==> src/rtl/seg7_pkg.sv <==
// seg7_pkg: shared constants for the 7-segment encode/decode blocks.
//   CODE_W    - symbol code width
//   SYM_*     - named symbol codes (digits 0..9 and letters A..F use their values)
//   PAT_*     - active-low segment patterns {DP, g..a}, shared with the forward encoders
package seg7_pkg;

    localparam int CODE_W = 5;

    localparam logic [CODE_W-1:0] SYM_H     = 5'd16;
    localparam logic [CODE_W-1:0] SYM_L     = 5'd17;
    localparam logic [CODE_W-1:0] SYM_DOT   = 5'd18;
    localparam logic [CODE_W-1:0] SYM_EXCL  = 5'd19;
    localparam logic [CODE_W-1:0] SYM_SMILE = 5'd20;
    localparam logic [CODE_W-1:0] SYM_BLANK = 5'd30;
    localparam logic [CODE_W-1:0] SYM_BAD   = 5'd31;

    localparam logic [7:0] PAT_0     = 8'hC0;
    localparam logic [7:0] PAT_1     = 8'hF9;
    localparam logic [7:0] PAT_2     = 8'hA4;
    localparam logic [7:0] PAT_3     = 8'hB0;
    localparam logic [7:0] PAT_4     = 8'h99;
    localparam logic [7:0] PAT_5     = 8'h92;
    localparam logic [7:0] PAT_6     = 8'h82;
    localparam logic [7:0] PAT_7     = 8'hF8;
    localparam logic [7:0] PAT_8     = 8'h80;
    localparam logic [7:0] PAT_9     = 8'h90;
    localparam logic [7:0] PAT_A     = 8'h88;
    localparam logic [7:0] PAT_B     = 8'h83;
    localparam logic [7:0] PAT_C     = 8'hC6;
    localparam logic [7:0] PAT_D     = 8'hA1;
    localparam logic [7:0] PAT_E     = 8'h86;
    localparam logic [7:0] PAT_F     = 8'h8E;
    localparam logic [7:0] PAT_H     = 8'h89;
    localparam logic [7:0] PAT_L     = 8'hC7;
    localparam logic [7:0] PAT_DOT   = 8'h7F;
    localparam logic [7:0] PAT_EXCL  = 8'h7D;
    localparam logic [7:0] PAT_SMILE = 8'hD5;
    localparam logic [7:0] PAT_BLANK = 8'hFF;

endpackage

==> src/rtl/seg7_pattern_decode.sv <==
// seg7_pattern_decode: combinational exact-match lookup of an active-low
// segment pattern to a symbol code.
//   seg   - 8-bit pattern {DP, g..a}
//   code  - symbol code, SYM_BAD when nothing matches
//   match - 1 when the pattern is a table entry
module seg7_pattern_decode
    import seg7_pkg::*;
(
    input  logic [7:0]        seg,
    output logic [CODE_W-1:0] code,
    output logic              match
);

    always_comb begin
        match = 1'b1;
        case (seg)
            PAT_0:     code = 5'd0;
            PAT_1:     code = 5'd1;
            PAT_2:     code = 5'd2;
            PAT_3:     code = 5'd3;
            PAT_4:     code = 5'd4;
            PAT_5:     code = 5'd5;
            PAT_6:     code = 5'd6;
            PAT_7:     code = 5'd7;
            PAT_8:     code = 5'd8;
            PAT_9:     code = 5'd9;
            PAT_A:     code = 5'd10;
            PAT_B:     code = 5'd11;
            PAT_C:     code = 5'd12;
            PAT_D:     code = 5'd13;
            PAT_E:     code = 5'd14;
            PAT_F:     code = 5'd15;
            PAT_H:     code = SYM_H;
            PAT_L:     code = SYM_L;
            PAT_DOT:   code = SYM_DOT;
            PAT_EXCL:  code = SYM_EXCL;
            PAT_SMILE: code = SYM_SMILE;
            PAT_BLANK: code = SYM_BLANK;
            default: begin
                code  = SYM_BAD;
                match = 1'b0;
            end
        endcase
    end

endmodule

==> src/rtl/seg7_scan_decoder.sv <==
// seg7_scan_decoder: monitors a multiplexed active-low 7-segment bus, captures
// each digit once its pattern has been stable, decodes it and publishes
// complete frames.
//   clk, rst     - clock, synchronous active-high reset
//   seg, an      - segment lines and digit enables (both active low)
//   codes        - last complete frame, digit i at [CODE_W*i +: CODE_W]
//   frame_valid  - one-cycle pulse aligned with a codes update
//   bad_pattern  - sticky, a captured pattern was not in the table
//   an_conflict  - sticky, more than one anode was active in a cycle
//   clr_err      - clears the sticky flags (a same-cycle new error wins)
module seg7_scan_decoder #(
    parameter int NUM_DIGITS    = 4,
    parameter int STABLE_CYCLES = 4,
    parameter int CODE_W        = seg7_pkg::CODE_W
) (
    input  logic                         clk,
    input  logic                         rst,
    input  logic [7:0]                   seg,
    input  logic [NUM_DIGITS-1:0]        an,
    output logic [CODE_W*NUM_DIGITS-1:0] codes,
    output logic                         frame_valid,
    output logic                         bad_pattern,
    output logic                         an_conflict,
    input  logic                         clr_err
);
    import seg7_pkg::*;

    localparam int KW = $clog2(NUM_DIGITS);
    localparam int CW = $clog2(STABLE_CYCLES + 1);
    localparam logic [CW-1:0] CNT_MAX = CW'(STABLE_CYCLES);

    logic [7:0]            seg_s1, prev_seg;
    logic [NUM_DIGITS-1:0] an_s1;
    logic [KW-1:0]         k, prev_k;
    logic [3:0]            nz;
    logic [CW-1:0]         cnt, cnt_nxt;
    logic                  same, cap_nxt, cap_r;

    logic [NUM_DIGITS-1:0]              seen, seen_nxt;
    logic [NUM_DIGITS-1:0][CODE_W-1:0]  wbuf, wbuf_nxt, codes_r;

    logic [CODE_W-1:0] dcode;
    logic              dmatch;

    assign codes = codes_r;

    // Count active (low) anodes and find the index of the active one.
    always_comb begin
        nz = 4'd0;
        k  = '0;
        for (int i = 0; i < NUM_DIGITS; i++) begin
            if (!an_s1[i]) begin
                nz = nz + 4'd1;
                k  = KW'(i);
            end
        end
    end

    // cnt==0 means no dwell in progress, so prev_* is only trusted when cnt!=0.
    assign same = (cnt != '0) && (k == prev_k) && (seg_s1 == prev_seg);

    always_comb begin
        if (nz != 4'd1)
            cnt_nxt = '0;
        else if (same)
            cnt_nxt = (cnt == CNT_MAX) ? cnt : cnt + 1'b1;
        else
            cnt_nxt = CW'(1);
    end

    // Fire once when the dwell first reaches the threshold; a dwell already
    // sitting at saturation does not fire again.
    assign cap_nxt = (nz == 4'd1) && (cnt_nxt == CNT_MAX) && !(same && (cnt == CNT_MAX));

    // The captured sample lives in prev_* during the cycle cap_r is high.
    seg7_pattern_decode u_dec (
        .seg   (prev_seg),
        .code  (dcode),
        .match (dmatch)
    );

    always_comb begin
        wbuf_nxt = wbuf;
        seen_nxt = seen;
        if (cap_r) begin
            wbuf_nxt[prev_k] = dcode;
            seen_nxt[prev_k] = 1'b1;
        end
    end

    always_ff @(posedge clk) begin
        if (rst) begin
            seg_s1      <= '0;
            an_s1       <= '1;
            prev_seg    <= '0;
            prev_k      <= '0;
            cnt         <= '0;
            cap_r       <= 1'b0;
            seen        <= '0;
            wbuf        <= {NUM_DIGITS{SYM_BLANK}};
            codes_r     <= {NUM_DIGITS{SYM_BLANK}};
            frame_valid <= 1'b0;
            bad_pattern <= 1'b0;
            an_conflict <= 1'b0;
        end else begin
            seg_s1   <= seg;
            an_s1    <= an;
            prev_seg <= seg_s1;
            prev_k   <= k;
            cnt      <= cnt_nxt;
            cap_r    <= cap_nxt;
            wbuf     <= wbuf_nxt;

            frame_valid <= 1'b0;
            if (&seen_nxt) begin
                codes_r     <= wbuf_nxt;
                seen        <= '0;
                frame_valid <= 1'b1;
            end else begin
                seen <= seen_nxt;
            end

            if (cap_r && !dmatch)
                bad_pattern <= 1'b1;
            else if (clr_err)
                bad_pattern <= 1'b0;

            if (nz > 4'd1)
                an_conflict <= 1'b1;
            else if (clr_err)
                an_conflict <= 1'b0;
        end
    end

endmodule

==> config.mk <==
export PLATFORM = sky130hd
export DESIGN_NAME = seg7_scan_decoder
export DESIGN_NICKNAME = d
export VERILOG_FILES = /design/src/rtl/seg7_pkg.sv /design/src/rtl/seg7_pattern_decode.sv /design/src/rtl/seg7_scan_decoder.sv
export SDC_FILE = /design/constraint.sdc
export NUM_CORES = 1
export LEC_CHECK = 0
export ABC_CLOCK_PERIOD_IN_PS = 4400
export CAP_MARGIN = 40
export CORE_ASPECT_RATIO = 1.5
export CORE_MARGIN = 5
export CORE_UTILIZATION = 42
export CTS_BUF_LIST = sky130_fd_sc_hd__clkbuf_2 sky130_fd_sc_hd__clkbuf_4 sky130_fd_sc_hd__clkbuf_8
export DETAILED_ROUTE_END_ITERATION = 10
export HOLD_SLACK_MARGIN = 0.05
export MAX_ROUTING_LAYER = met4
export PLACE_DENSITY = 0.65
export SYNTH_ARGS = -nofsm -noshare
export SYNTH_HDL_FRONTEND = slang
export SYNTH_SLANG_ARGS = --single-unit
==> constraint.sdc <==
create_clock -name clk -period 4.4 [get_ports clk]
set_input_delay 0.88 -clock clk [delete_from_list [all_inputs] [get_ports clk]]
set_output_delay 0.88 -clock clk [all_outputs]
set_load 0.02 [all_outputs]
==> results.toml <==
[outcome]
status = "finished clean"

[power]
ir_drop_v = 0.0002410
p_per_area_nw_per_um2 = 342.6
p_leak_nw = 1.422

[finish]
num_antenna_cells = 0
final_common_cell = "dfxtp_1"
area_growth_syn_to_layout_pct = 15.89
drive_gt1_share_pct = 9.559
fillers = 770
layout.nets = 423
mostFrequentLayoutCells = "dfxtp_1 (73), nor2_1 (40), clkdlybuf4s50_1 (36)"
final_cells = 513
fin_util_pct = 49.20

[clock_network]
tritoncts = "done"
cts_buffers = 9
insertion_delay_ns = 0.34
cts_resized = 0
htreeDepth = 3
cts_buffer_depth = 2
post_cts_buffers = 0
postCtsHoldBufs = 0
clkSinkCount = 73
clkTransAtPathRegs_ns = 0.08
cts-root-buf = "clkbuf_8"

[min_path]
hp-class = "reg2reg"

[global_routing]
grt_pass1_wl_mm = 12.08
grt_max_degree = 47
grt_pass1_vias = 2598
globalRouteTotalUtil_pct = 15.30
antenna_found_initial = 0
grt_overflow_total = 0

[timing]
hold_violations = 0
setup_tns_ns = 0
fmax_ghz = 0.3826
setup_viol = 0
report.final.slew_viol_count = 0
skew_ns = 0.01140
tightest_slew_ns = 0.8224
min_period_ns = 2.614
worst_slack_ns = 1.786
finalCritPeriodShare_pct = 59.41
slew_headroom_pct = 44.46
rsz0062_at_grt = "no"

[worst_setup_path]
crit_arrival_ns = 2.87
endpoint_kind = "register"
crit_type = "reg2reg"
cp_max_fo = 16
required_ns = 4.66
crit_path_start_kind = "register"

[placement]
dp_slack_ns = 1.857
port_buffers = 37
hpwl_mm = 4.816
place.gp.congestion = 0.8084
dp_cells = 497

[floorplanning]
num_rows = 40
io_pins = 38
dieWidth_um = 83.23
fp.dieArea_sq_um = 9974
coreArea_sq_um = 7958
die_y_um = 119.8
start_util_pct = 42.45

[detailed_routing]
dr.pass1.iters = 4
drc = 0
via_count = 2750
drt-total-wl_mm = 7.068
ant_nets = 0
viasPerCell = 5.361
drt_iter0_drc = 211
post_drt_wl_per_cell_um = 13.78

[logic_synthesis]
ys_seq_area_share_pct = 43.26
synth_ff_type = "dfxtp_1"
synth.distinct_cells = 60
syn_area_sq_um = 3378
syn_nets = 399
synth_enable_flop_cells = 0
synth-async-reset-ratio_pct = 0
synthCells = 379
yosys_warnings = 0
avgSynthCellArea_sq_um = 8.914
synth-seq-cells = 73

[flow_run]
drv_cap = 0
Yosys cell counts (4+ instances only):
cell,number,area share [%]
nand3b_1,7,1.6
buf_6,6,2.0
nor2_1,40,4.4
nand2b_1,6,1.1
inv_1,8,0.89
nand2_1,26,2.9
a31oi_1,4,0.74
nand3_1,15,2.2
a21oi_1,29,4.3
nor4b_1,5,1.3
o31ai_1,8,1.8
o21ai_0,10,1.5
xor2_1,6,1.6
xnor2_1,8,2.1
buf_2,6,0.89
dfxtp_1,73,43
nor3_1,14,2.1
o21bai_1,13,2.9
clkbuf_1,7,0.78
nor2b_1,18,3.3
a311oi_1,4,1.0
a211oi_1,9,2.0
or2_2,7,1.3
ha_1,5,1.9
flip-flops by register name (all words and copies together), names as in the netlist:
register     flops
an_conflict      1
an_s1            4
bad_pattern      1
cap_r            1
cnt              3
codes           20
frame_valid      1
prev_k           2
prev_seg         8
seen             4
seg_s1           8
wbuf            20
kinds of logic after synthesis:
logic type | synth area share (%)
multiplexers | 0.2963
flip-flops | 43.26
AO/OA/AOI/OAI | 19.15
XOR/XNOR | 3.630
AND/OR/NAND/NOR | 25.11
buffers and inverters | 6.704
adder cells (fa/ha/maj) | 1.852
per-stage QoR:
stage	hold slack, ns	total power, mW	area, sq um
6_report	0.4523	1.341	3915
5_1_grt	0.4775	1.408	3915
4_1_cts	0.4575	1.357	3915
3_5_place_dp	0.4476	0.7922	3701
3_3_place_gp	0.4443	0.7901	3701
2_1_floorplan	0.4329	0.7720	3378
worst paths after layout:
path / start / to / slack, ns / cells after the start
hold / removal: an_conflict / an_conflict / 0.45 / 2
hold reg to reg: an_conflict / an_conflict / 0.45 / 2
setup / recovery: prev_seg[4] / codes[0] / 1.79 / 6
setup reg to reg: prev_seg[4] / codes[0] / 1.79 / 6
metal layers:
layer | GRT usage [%] | wire length (um) | vias up
met1 | 17.20 | 3126 | 1270
met3 | 3.571 | 325 | 22
li1 | - | - | 1389
met2 | 24.10 | 3359 | 69
met4 | 10.33 | 257 | 0
met5 | - | 0 | -
worst max-delay path, cell delays in order (launching register included):
cell,delay (ns)
dfxtp_1,0.72
a211oi_1,0.17
o21a_1,0.24
a221oi_2,0.35
and3b_1,0.58
a21oi_4,0.18
a311oi_1,0.29
power breakdown:
| group | total [mW] | internal [mW] | switching [mW] |
|---|---|---|---|
| logic | 0.0862 | 0.0450 | 0.0412 |
| registers | 0.691 | 0.672 | 0.0187 |
| clock network | 0.564 | 0.323 | 0.242 |
final cells by class:
cell class	instances	area [sq um]	area share, %
well taps	105	131.4	3.356
inverters	8	30.03	0.7670
repair buffers	40	387.9	9.907
clock inverters	6	82.58	2.109
clock buffers	10	131.4	3.356
multi-input cells	271	1690	43.18
flip-flops and latches	73	1461	37.33
Power figures use the tool's default switching activity.
==> RTL change 1 (same flow settings) <==
Register the inputs `seg`, `an` and `clr_err` before use. The logic sees them one clock later. Comments in the files are not updated.
--- a/src/rtl/seg7_scan_decoder.sv
+++ b/src/rtl/seg7_scan_decoder.sv
@@ -30,2 +30,12 @@
     localparam logic [CW-1:0] CNT_MAX = CW'(STABLE_CYCLES);
+
+    logic [7:0] seg_q;
+    logic [NUM_DIGITS-1:0] an_q;
+    logic clr_err_q;
+
+    always_ff @(posedge clk) begin
+        seg_q     <= seg;
+        an_q      <= an;
+        clr_err_q <= clr_err;
+    end
 
@@ -105,4 +115,4 @@
         end else begin
-            seg_s1   <= seg;
-            an_s1    <= an;
+            seg_s1   <= seg_q;
+            an_s1    <= an_q;
             prev_seg <= seg_s1;
@@ -124,3 +134,3 @@
                 bad_pattern <= 1'b1;
-            else if (clr_err)
+            else if (clr_err_q)
                 bad_pattern <= 1'b0;
@@ -129,3 +139,3 @@
                 an_conflict <= 1'b1;
-            else if (clr_err)
+            else if (clr_err_q)
                 an_conflict <= 1'b0;
Formal check against the unedited RTL: not equivalent (a bounded check fails within 4 cycles, from zero or initial values and one cycle with rst high).
==> RTL change 1 against the unedited design <==
- synthesized area rose by 5.0%
- combinational power fell by 2.9%
- total power rose by 5.9%
- first-iteration DRC count fell by 29%
- final cell count rose by 2.3%
- sequential cell count rose by 13
- maximum frequency rose by 6.6%
- sequential power rose by 18%
- final area rose by 5.8%
- synthesized cell count rose by 2.4%
- clock skew fell by 0.0016 ns
- routed wire length rose by 0.91%
- global-route usage fell by 0.55 points
- worst setup slack improved by 0.16 ns
- critical path type unchanged
- largest power group unchanged
==> RTL change 1: results (changes against the unedited design) <==
| Metric | Value |
|---|---|
| Synth cell types | 51 (was 60) |
| Critical Path AT | 2.71 ns (was 2.87 ns) |
| Placed cell area | 3950 um^2 (was 3700 um^2) |
| Met1 Use GR | 15.9% (was 17.2%) |
| Syn Nets | 408 (was 399) |
| Top post-synthesis cells by area | dfxtp_1, nor3_1, nor2b_1 (was dfxtp_1, nor2_1, a21oi_1) |
| Syn Area/Cell | 9.14 um^2 (was 8.91 um^2) |
| FF-to-FF setup slack | 1.95 ns (was 1.79 ns) |
| Clock insertion delay at the later pin of the skew report | 0.36 ns (was 0.34 ns) |
| Commonest cells post-synth | dfxtp_1, nor2_1, nor3_1, nand2_1, a21oi_1 (was dfxtp_1, nor2_1, a21oi_1, nand2_1, nor2b_1) |
| Peak supply drop | 0.000175 V (was 0.000241 V) |
| Worst-margin pin slew | 0.804 ns (was 0.822 ns) |
| DRT Pass-1 Iters | 4 (unchanged) |
| Synthesis Warnings | 0 (unchanged) |
| Vias/cell | 5.28 (was 5.36) |
| Initial antenna violation count | 0 (unchanged) |
| Dpl cells | 509 (was 497) |
| Global routing usage on met3 | 3.69% (was 3.57%) |
| Minimum clock period | 2.45 ns (was 2.61 ns) |
| I/O Buffers | 37 (unchanged) |
| CTS resizes | 0 (unchanged) |
| First-pass GRT wire length | 11.7 mm (was 12.1 mm) |
| Routed wl met2 | 3.59 mm (was 3.36 mm) |
| Nets | 433 (was 423) |
| WL met1 | 2.95 mm (was 3.13 mm) |
| Finished Layout Cells | 525 (was 513) |
| Final setup violating endpoints | 0 (unchanged) |
| Clk_skew | 0.00977 ns (was 0.0114 ns) |
| Layout cells sized above 1 | 10.8% (was 9.56%) |
| Hold Slack | 0.413 ns (was 0.452 ns) |
| Htree depth | 3 (unchanged) |
| Final wirelength | 7.13 mm (was 7.07 mm) |
| Post-synth ARST share | 0% (unchanged) |
| # diodes | 0 (unchanged) |
| Hpwl dp | 5.07 mm (was 4.82 mm) |
| Clock Path Buffers | 2 (unchanged) |
| Root buffer cell | clkbuf_8 (unchanged) |
| Total CTS buffers | 9 (unchanged) |
| Largest net degree at the start of global routing | 71 (was 47) |
| Crit path max fanout | 3 (was 16) |
| Status | finished, final reports clean (unchanged) |
| HP Class | register to register (unchanged) |
| Total Routing Usage GR | 14.8% (was 15.3%) |
| Max-cap violations | 0 (unchanged) |
| Met2 Resource Use GR | 24.7% (was 24.1%) |
| GP Congestion | 0.851 (was 0.808) |
| Clock transition at path regs | 0.08 ns (about the same) |
| Seq/Total Area, Yosys | 48.6% (was 43.3%) |
| Initial DRC Count | 150 (was 211) |
| Fill count | 800 (was 770) |
| Postcts setup bufs | 0 (unchanged) |
| Pleak | 1.52 nW (was 1.42 nW) |
| Max Used Layer | met4 (unchanged) |
| Post-synth top flop | dfxtp_1 (unchanged) |
| Number of global-route vias before repair | 2,498 (was 2,598) |
| Metal3 WL | 334 um (was 325 um) |
## RTL change 1: changes by cell type in the layout (fill, tap and decap cells not counted), sizes merged, moves of 6 or more
cell | before | now
a21oi | 30 | 24
a31oi | 4 | 12
dfxtp | 73 | 86
nand3 | 15 | 6
nand3b | 7 | 0
nor2 | 40 | 33
nor3 | 15 | 30
o21bai | 13 | 0
o31ai | 8 | 0
or2 | 7 | 13
## RTL change 1: final cells by class
type                       count  area, um^2  share of cell area, %
clock inverter                 3        17.5                  0.423
inverter                      10        37.5                  0.906
tap                          107         134                   3.23
multi-input combinational    267        1680                   40.5
timing repair buffer          39         380                   9.18
clock buffer                  13         173                   4.17
sequential                    86        1720                   41.6
## RTL change 1: path summary, 6_finish.rpt
check / from / endpoint / depth (start not counted)
setup / recovery: an_s1[1] / cap_r / 10
hold / removal: an_q[2] / an_s1[2] / 1
setup reg to reg: an_s1[1] / cap_r / 10
hold reg to reg: an_q[2] / an_s1[2] / 1
## RTL change 1: worst max-delay path, cell delays in order (launching register included)
cell	delay, ns
dfxtp_1	0.36
inv_1	0.05
ha_1	0.30
xor2_1	0.22
inv_1	0.07
ha_1	0.26
or2_2	0.27
o32a_1	0.18
nor3_1	0.25
nand2_1	0.14
nor4_1	0.26
## RTL change 1: logic make-up after synthesis
group	count (synthesis)	share of synthesized area (%)
AND/OR/NAND/NOR	171	26.6
flip-flops	86	48.6
buffers and inverters	35	4.09
XOR/XNOR	16	3.95
AO/OA/AOI/OAI	73	14.5
adder cells (fa/ha/maj)	5	1.76
multiplexers	2	0.565
## RTL change 1: power breakdown
group          switching (mW)  internal [mW]  leakage (nW)  total, mW
Combinational          0.0404         0.0433         0.716     0.0837
Sequential             0.0194          0.796         0.705      0.815
Clock                   0.266          0.256        0.0988      0.522
Total                   0.326           1.10          1.52       1.42
==> RTL change 2 (config.mk and constraints unchanged) <==
Without the edit above. `NUM_DIGITS`: 4 -> 8.
--- a/src/rtl/seg7_scan_decoder.sv
+++ b/src/rtl/seg7_scan_decoder.sv
@@ -11,3 +11,3 @@
 module seg7_scan_decoder #(
-    parameter int NUM_DIGITS    = 4,
+    parameter int NUM_DIGITS    = 8,
     parameter int STABLE_CYCLES = 4,
Ports: changed (resized an and codes); port bits go from 38 to 62. No check against the original RTL was run, so the function may have changed too.
==> RTL change 2 against the unedited design <==
- via count grew 70%
- hold slack about the same
- worst setup slack got worse by 1.6 ns
- sequential cell count is 49 higher
- routed wire length up 91%
- final area is 74% higher
- synthesized cell count is 70% higher
- total power grew 83%
- maximum frequency is 37% lower
- critical path depth up 11
- synthesized area increased by 66%
- clock skew is 0.0047 ns lower
- final cell count up 69%
- sequential share of layout area fell by 1.5 points
- largest power group unchanged
==> RTL change 2: results (changes against the unedited design) <==
| Metric | Value |
|---|---|
| Final wirelength | 13.5 mm (was 7.07 mm) |
| Nets | 725 (was 423) |
| Crit path max fanout | 5 (was 16) |
| Finished Layout Cells | 868 (was 513) |
| Final core utilization | 52.3% (was 49.2%) |
| Metal3 WL | 335 um (was 325 um) |
| Minimum clock period | 4.17 ns (was 2.61 ns) |
| Number of global-route vias before repair | 4,642 (was 2,598) |
| Fill count | 1,262 (was 770) |
| XOR/XNOR share of the synthesized area | 5.47% (was 3.63%) |
| Dpl cells | 831 (was 497) |
| Pleak | 2.67 nW (was 1.42 nW) |
| Global routing usage on met3 | 3.65% (was 3.57%) |
| Comb pwr | 289 uW (was 86.2 uW) |
| First-pass GRT wire length | 22.1 mm (was 12.1 mm) |
| Hold Crit Start | seen[5] (was an_conflict) |
| Total CTS buffers | 17 (was 9) |
| Largest net degree at the start of global routing | 58 (was 47) |
| Status | finished, final reports clean (unchanged) |
| Synth cell types | 63 (was 60) |
| CP max stage delay | 0.40 ns (was 0.72 ns) |
| Pwr Density | 360 nW/um^2 (was 343 nW/um^2) |
| Met2 Resource Use GR | 31.4% (was 24.1%) |
| Clk pwr share | 41.3% (was 42.1%) |
| I/O Buffers | 61 (was 37) |
| Reg2reg path depth | 17 (was 6) |
| Layout cells sized above 1 | 11.6% (was 9.56%) |
| Worst path slowest cell | a222oi_1 (was dfxtp_1) |
## RTL change 2: cell types whose count changed in the layout (fill, tap and decap cells not counted), sizes merged, moves of 9 or more
| cell | change |
|---|---|
| buf | +15 |
| clkdlybuf4s50 | +24 |
| dfxtp | +49 |
| nand2 | +49 |
| inv | +17 |
| a21oi | +9 |
| o21bai | -13 |
| xor2 | +9 |
| o211ai | +18 |
| mux2i | +29 |
| nor2 | +11 |
| o21ai | +24 |
## RTL change 2: timing repair
item / in CTS / in global routing
buffers inserted: 0 / 5
gates resized for setup: 0 / 7
hold buffers: 0 / 0
setup endpoints to repair: 0 / 5
## RTL change 2: cell type report
type | instances | area share (%)
multi-input cells | 456 | 43.2
clock inverters | 14 | 2.37
well taps | 159 | 2.92
inverters | 20 | 1.12
flip-flops and latches | 122 | 35.9
clock buffers | 18 | 3.64
repair buffers | 79 | 10.9
## RTL change 2: cell families after synthesis
logic type,count (synthesis)
mux,33
simple gates,244
xor+xnor,31
compound gates,138
flops,122
fa+ha+maj,10
buf+inv,65
